==> config.mk <==
export PLATFORM = sky130hd
export DESIGN_NAME = icache_dm
export DESIGN_NICKNAME = d
export VERILOG_FILES = /design/src/rtl/icache_dm.sv
export SDC_FILE = /design/constraint.sdc
export NUM_CORES = 2
export LEC_CHECK = 0
export CAP_MARGIN = 20
export CORE_UTILIZATION = 45
export DETAILED_ROUTE_END_ITERATION = 8
export GPL_TIMING_DRIVEN = 0
export PLACE_DENSITY = 0.64
export SYNTH_ARGS = -nofsm -noshare
export SYNTH_HDL_FRONTEND = slang
export SYNTH_SLANG_ARGS = --single-unit
==> constraint.sdc <==
create_clock -name clk -period 7.23 [get_ports clk]
set_input_delay 1.0845 -clock clk [delete_from_list [all_inputs] [get_ports clk]]
set_output_delay 1.0845 -clock clk [all_outputs]
set_load 0.01 [all_outputs]
==> src/rtl/icache_dm.sv <==
`default_nettype none
// ============================================================================
//  Module   : icache_dm
//  Purpose  : Direct-mapped, read-only instruction cache. Returns hits in the
//             same cycle. On a miss it holds cpu_ready low while the whole
//             line is refilled from backing memory as a burst. Also provides
//             a whole-cache invalidate and saturating hit/miss counters.
//  Ports    : clk, rst_n (synchronous, active low)
//             cpu_addr/cpu_rd -> cpu_rdata/cpu_ready   fetch port
//             flush                                     invalidate all lines
//             mem_req/mem_addr <- mem_gnt               refill request
//             mem_rvalid/mem_rdata                      refill data beats
//             hit_cnt/miss_cnt                          saturating counters
//  Revision : 1.0  initial release
// ============================================================================
module icache_dm #(
    parameter int LINES          = 16,
    parameter int WORDS_PER_LINE = 4,
    parameter int ADDR_W         = 32
) (
    input  logic              clk,
    input  logic              rst_n,
    input  logic [ADDR_W-1:0] cpu_addr,
    input  logic              cpu_rd,
    output logic [31:0]       cpu_rdata,
    output logic              cpu_ready,
    input  logic              flush,
    output logic              mem_req,
    output logic [ADDR_W-1:0] mem_addr,
    input  logic              mem_gnt,
    input  logic              mem_rvalid,
    input  logic [31:0]       mem_rdata,
    output logic [31:0]       hit_cnt,
    output logic [31:0]       miss_cnt
);

    localparam int c_OFF_W   = $clog2(WORDS_PER_LINE);
    localparam int c_IDX_W   = $clog2(LINES);
    localparam int c_IDX_LSB = c_OFF_W + 2;
    localparam int c_TAG_W   = ADDR_W - c_IDX_LSB - c_IDX_W;

    localparam logic [1:0] c_IDLE = 2'd0;
    localparam logic [1:0] c_REQ  = 2'd1;
    localparam logic [1:0] c_FILL = 2'd2;

    logic [1:0]          r_state;
    logic [LINES-1:0]    r_valid;
    logic [c_TAG_W-1:0]  r_tag  [LINES];
    logic [31:0]         r_data [LINES][WORDS_PER_LINE];
    logic [c_OFF_W-1:0]  r_beat;
    logic                r_flush_pend;
    logic                r_mem_req;
    logic [ADDR_W-1:0]   r_mem_addr;
    logic [31:0]         r_hit_cnt;
    logic [31:0]         r_miss_cnt;

    logic [c_OFF_W-1:0]  w_off;
    logic [c_IDX_W-1:0]  w_idx;
    logic [c_TAG_W-1:0]  w_tag;
    logic [c_IDX_W-1:0]  w_fill_idx;
    logic [c_TAG_W-1:0]  w_fill_tag;
    logic                w_hit;
    logic                w_lookup_hit;
    logic                w_miss;
    logic                w_beat_wr;
    logic                w_last_beat;
    logic                w_unused_addr_bits;

    // Lookup fields come from the live fetch address; the refill target comes
    // from the latched line address so a wandering cpu_addr cannot redirect
    // an in-flight refill.
    assign w_off      = cpu_addr[2 +: c_OFF_W];
    assign w_idx      = cpu_addr[c_IDX_LSB +: c_IDX_W];
    assign w_tag      = cpu_addr[ADDR_W-1 -: c_TAG_W];
    assign w_fill_idx = r_mem_addr[c_IDX_LSB +: c_IDX_W];
    assign w_fill_tag = r_mem_addr[ADDR_W-1 -: c_TAG_W];

    assign w_hit        = r_valid[w_idx] && (r_tag[w_idx] == w_tag);
    assign w_lookup_hit = (r_state == c_IDLE) && cpu_rd && w_hit;
    assign w_miss       = (r_state == c_IDLE) && cpu_rd && !w_hit;
    assign w_beat_wr    = (r_state == c_FILL) && mem_rvalid;
    // WORDS_PER_LINE is a power of two, so the last beat is the all-ones count.
    assign w_last_beat  = w_beat_wr && (&r_beat);

    assign w_unused_addr_bits = ^cpu_addr[1:0];

    assign cpu_ready = w_lookup_hit;
    assign cpu_rdata = r_data[w_idx][w_off];
    assign mem_req   = r_mem_req;
    assign mem_addr  = r_mem_addr;
    assign hit_cnt   = r_hit_cnt;
    assign miss_cnt  = r_miss_cnt;

    // Control state, valid bits and counters.
    always_ff @(posedge clk) begin
        if (!rst_n) begin
            r_state      <= c_IDLE;
            r_valid      <= '0;
            r_beat       <= '0;
            r_flush_pend <= 1'b0;
            r_mem_req    <= 1'b0;
            r_mem_addr   <= '0;
            r_hit_cnt    <= '0;
            r_miss_cnt   <= '0;
        end else begin
            case (r_state)
                c_IDLE: begin
                    if (flush) begin
                        r_valid <= '0;
                    end
                    if (w_miss) begin
                        r_mem_addr <= {cpu_addr[ADDR_W-1:c_IDX_LSB], {c_IDX_LSB{1'b0}}};
                        r_mem_req  <= 1'b1;
                        r_state    <= c_REQ;
                    end
                end
                c_REQ: begin
                    if (flush) begin
                        r_flush_pend <= 1'b1;
                    end
                    if (mem_gnt) begin
                        r_mem_req <= 1'b0;
                        r_beat    <= '0;
                        r_state   <= c_FILL;
                    end
                end
                c_FILL: begin
                    if (flush) begin
                        r_flush_pend <= 1'b1;
                    end
                    if (w_beat_wr) begin
                        // Increment wraps the counter back to zero on the last beat.
                        r_beat <= r_beat + c_OFF_W'(1);
                    end
                    if (w_last_beat) begin
                        // A flush seen at any point during the refill (including
                        // this cycle) invalidates everything, the new line too.
                        if (r_flush_pend || flush) begin
                            r_valid <= '0;
                        end else begin
                            r_valid[w_fill_idx] <= 1'b1;
                        end
                        r_flush_pend <= 1'b0;
                        r_state      <= c_IDLE;
                    end
                end
                default: r_state <= c_IDLE;
            endcase

            if (w_lookup_hit && (r_hit_cnt != 32'hFFFF_FFFF)) begin
                r_hit_cnt <= r_hit_cnt + 32'd1;
            end
            if (w_miss && (r_miss_cnt != 32'hFFFF_FFFF)) begin
                r_miss_cnt <= r_miss_cnt + 32'd1;
            end
        end
    end

    // Tag and data storage: contents are meaningless until the valid bit is
    // set, so no reset is applied; writes are still blocked during reset so
    // that beats arriving then cannot land anywhere.
    always_ff @(posedge clk) begin
        if (rst_n && w_beat_wr) begin
            r_data[w_fill_idx][r_beat] <= mem_rdata;
            if (&r_beat) begin
                r_tag[w_fill_idx] <= w_fill_tag;
            end
        end
    end

endmodule
`default_nettype wire

==> summary.log <==
INFO  run_status     status=completed
INFO  placed_design  final_replace_weighted_congestion=0.869
INFO  pwr            worst_ir_drop_on_vdd=0.000224V
INFO  critical_path  worst_reg2reg_path_length_in_cells=10
INFO  floorplan      dieArea=221000squm
INFO  clock_network  holdBufCountCts=0
INFO  yosys          synth_flop_cell=edfxtp_1
INFO  placed_design  place.port_buffers=187
INFO  timing         min_period_over_period=0.989
INFO  min_path       worstHoldPathType=input pin to flip-flop
INFO  floorplan      io_pins=200
INFO  grt            via_count_of_the_first_global_routing_pass=50059
INFO  layout         layout.cells.most_common_list=edfxtp_1 (2432), mux4_2 (741), clkbuf_16 (248), clkdlybuf4s50_1 (155), clkbuf_1 (151)
INFO  yosys          postSynthRegisterBits=2546
INFO  placed_design  dp_worst_setup_slack=-1250ps
INFO  grt            grt_antenna_before_repair=8
INFO  yosys          ys_warn_count=0
INFO  grt            grt_first_pass_wirelength=376000um
INFO  timing         finalWorstPathRequiredPeriod=7150ps
INFO  layout         leading_cell_type_in_the_layout_fill_and_taps_excluded=edfxtp_1
INFO  yosys          sequential_cell_area_fraction_in_the_yosys_report=0.762
INFO  floorplan      die_h=471um
INFO  critical_path  r2r_slack=3210ps
INFO  detailed_routing routedWlPerCell=32.9um
INFO  min_path       hold_path.startpoint=mem_rdata[16]
INFO  layout         fillers=16371
INFO  critical_path  critical_path.reg2reg.endpoint=mem_addr[5]
INFO  placed_design  dp_cells=7622
INFO  floorplan      core_area=218000squm
INFO  critical_path  worstPathArrival=6070ps
INFO  critical_path  critical_path.endpoint_type=output port
INFO  detailed_routing drcViolationCount=0
INFO  critical_path  critPathKind=input pin to output port
INFO  timing         grt_setup_unrepaired=true
INFO  min_path       timing.hold.worst_endpoint=r_data[3][112]
INFO  yosys          synthesis.instances=4436
INFO  detailed_routing drt_first_pass_iters=6
INFO  yosys          fraction_of_registers_with_async_set_reset=0
INFO  critical_path  worst-endpoint-required=6150ps
INFO  grt            grt_util_all_layers=0.240
INFO  floorplan      effective_utilization_at_floorplan=0.454
INFO  layout         finish.net_count=5098
INFO  clock_network  insertion_delay=890ps
INFO  timing         final.setup.worst_slack=79.3ps
INFO  detailed_routing dr_total_vias=50038
INFO  timing         final-setup-viol-count=0
INFO  timing         timing_hold_violations_final=0
INFO  floorplan      floorplan.rows=171
INFO  critical_path  timing.critical_path.from=cpu_addr[6]
INFO  placed_design  placement_stage_cell_area=108000squm
INFO  yosys          synth_area_per_cell=22.3squm
INFO  clock_network  htree_num_levels=4
INFO  timing         worst_pin_slew=1180ps
INFO  clock_network  cts.path.max_buffers=3
INFO  layout         final-instance-count-excl-fill=8085
INFO  clock_network  cts_root_buffer=clkbuf_16
INFO  grt            grt_remaining_overflow=0
INFO  yosys          number_of_enable_flip_flop_cells_after_synthesis=2432
INFO  yosys          ys_types=70
INFO  critical_path  worst_setup_path_start_kind=input pin
INFO  flow_run       timing.max_cap.violations=0
INFO  layout         postLayoutCellArea=116000squm
INFO  placed_design  dp_hpwl=176000um
INFO  clock_network  clock-sinks=2546
INFO  detailed_routing routed_antenna_nets=0
INFO  floorplan      die_w=471um
INFO  pwr            power_per_cell_area=264nW/um^2
INFO  clock_network  worst_setup_hold_path_clk_slew=60ps
INFO  detailed_routing totalWireLength=266000um
INFO  layout         areaGrowthSynthToFinish=17.0%
INFO  grt            pin_count_of_the_biggest_net_entering_global_routing=65
INFO  timing         slew-limit-headroom=0.211
INFO  detailed_routing starting_drt_drc_count=6222
INFO  timing         fin_hold_ws=468ps
INFO  min_path       hold_path_depth=1
INFO  clock_network  cts-buffers-inserted=241
INFO  pwr            leakage=36.2nW
INFO  critical_path  cp_max_fo=10
INFO  yosys          post_synth_instance_area=98800squm
INFO  pwr            post-layout-total-power=30.5mW
INFO  clock_network  tritoncts=built
INFO  detailed_routing routed_via_density=6.19
INFO  layout         post_route_cells_drive_above_1_share=0.292
INFO  timing         fin_worst_skew=72.7ps
INFO  critical_path  timing.rr.start=r_tag[6][11]
INFO  timing         finalMaxSlewViolations=0
INFO  timing         max_freq=140MHz
-- layer usage --
layer,share of wire,up-vias,wire length [um],global-route usage
met5,0.000053,-,14,0
met4,0.036,2,9580,0.0861
met3,0.084,465,22300,0.0444
met2,0.47,2572,126000,0.375
met1,0.41,26970,108000,0.340
li1,-,20029,-,-
-- synthesized netlist by cell type (all sizes together) (3+ instances only) --
library cell	n	area share
edfxtp	2432	0.74
mux4	741	0.17
clkbuf	145	0.0055
buf	114	0.0062
dfxtp	114	0.023
nand2	112	0.0043
nor2	100	0.0038
mux2i	99	0.010
nand3	69	0.0036
a21oi	58	0.0029
nand2b	42	0.0027
nand4	41	0.0026
o21ai	39	0.0020
and3	30	0.0019
a31oi	24	0.0015
inv	23	0.00087
mux2	19	0.0022
nor2b	18	0.0011
a211oi	17	0.0013
nor3	15	0.00076
xnor2	14	0.0012
a22oi	12	0.00091
o31ai	12	0.00091
or4	11	0.00084
and2	10	0.00063
ha	9	0.0011
o41ai	9	0.00080
xor2	9	0.00080
and4	8	0.00071
o22ai	8	0.00051
a31o	7	0.00062
a41oi	7	0.00062
nor4	7	0.00060
o311ai	7	0.00062
or3	7	0.00044
o221ai	5	0.00044
o21a	4	0.00030
a2bb2oi	3	0.00027
nor3b	3	0.00023
nor4b	3	0.00027
o211ai	3	0.00023
or2	3	0.00019
-- metrics by stage --
| stage | TNS, ps | utilization |
|---|---|---|
| finish | 0 | 0.531 |
| global route | -4.26 | 0.531 |
| CTS | 0 | 0.531 |
| detailed placement | -26070 | 0.494 |
| global placement | -1716700 | 0.479 |
| floorplan | 0 | - |
-- area by class of cell --
class	count	area, sq um	area share
sequential	2546	75300	0.652
antenna	2	5.00	0.0000433
clock buffer	316	6560	0.0568
tap	2854	3570	0.0309
multi-input combinational	1610	22700	0.197
inverter	24	93.8	0.000812
buffer	256	1270	0.0110
timing repair buffer	340	4830	0.0418
clock inverter	137	1210	0.0104
-- critical path, stage by stage --
cell,delay (ps)
buf_2,280
buf_2,420
buf_2,350
buf_2,400
buf_4,360
buf_2,350
clkbuf_2,300
buf_8,210
clkbuf_2,420
mux4_2,400
nor2b_1,160
a211oi_2,520
a31oi_1,170
clkdlybuf4s50_1,590
-- state kept, by name, indices dropped and copies added, names as in the netlist --
name          flops
r_tag           384
r_beat            2
r_data         2048
mem_req           1
hit_cnt          32
r_flush_pend      1
r_valid          16
miss_cnt         32
mem_addr         28
r_state           2
-- repair_timing --
| item | in CTS | in global routing |
|---|---|---|
| gates cloned | 0 | 0 |
| resized for setup | 73 | 23 |
| pin swaps | 1 | 1 |
| setup buffers | 0 | 3 |
| endpoints found under the setup margin | 33 | 16 |
| endpoints found under the hold margin | 0 | 0 |
-- worst max path at each step --
stage	cells past startpoint	to	slack, ps
floorplan	12	cpu_rdata[0]	1760
global placement	6	r_data[1][15]	-2330
detailed placement	14	cpu_rdata[1]	-1250
CTS	13	cpu_rdata[22]	3
global route	14	cpu_rdata[27]	-4
finish	14	cpu_rdata[10]	80
-- logic make-up (layout without fill, tap and decap cells) --
| group | count (synthesis) | after routing | share of synthesized area |
|---|---|---|---|
| DFF | 2546 | 2546 | 0.762 |
| muxes | 859 | 859 | 0.181 |
| and+or+nand+nor | 486 | 486 | 0.0253 |
| buffers and inverters | 283 | 1073 | 0.0126 |
| AOI/OAI and AO/OA | 229 | 229 | 0.0153 |
| xor gates and xnor gates | 23 | 23 | 0.00204 |
| adders and majority gates | 9 | 9 | 0.00114 |
| other | 1 | 6 | 0.0000380 |
-- power breakdown --
group          internal (mW)  switching [mW]
Sequential              16.2          0.0793
Combinational          0.707            1.07
Clock                   7.00            5.44
No activity file was read; power rests on OpenSTA's default activity.
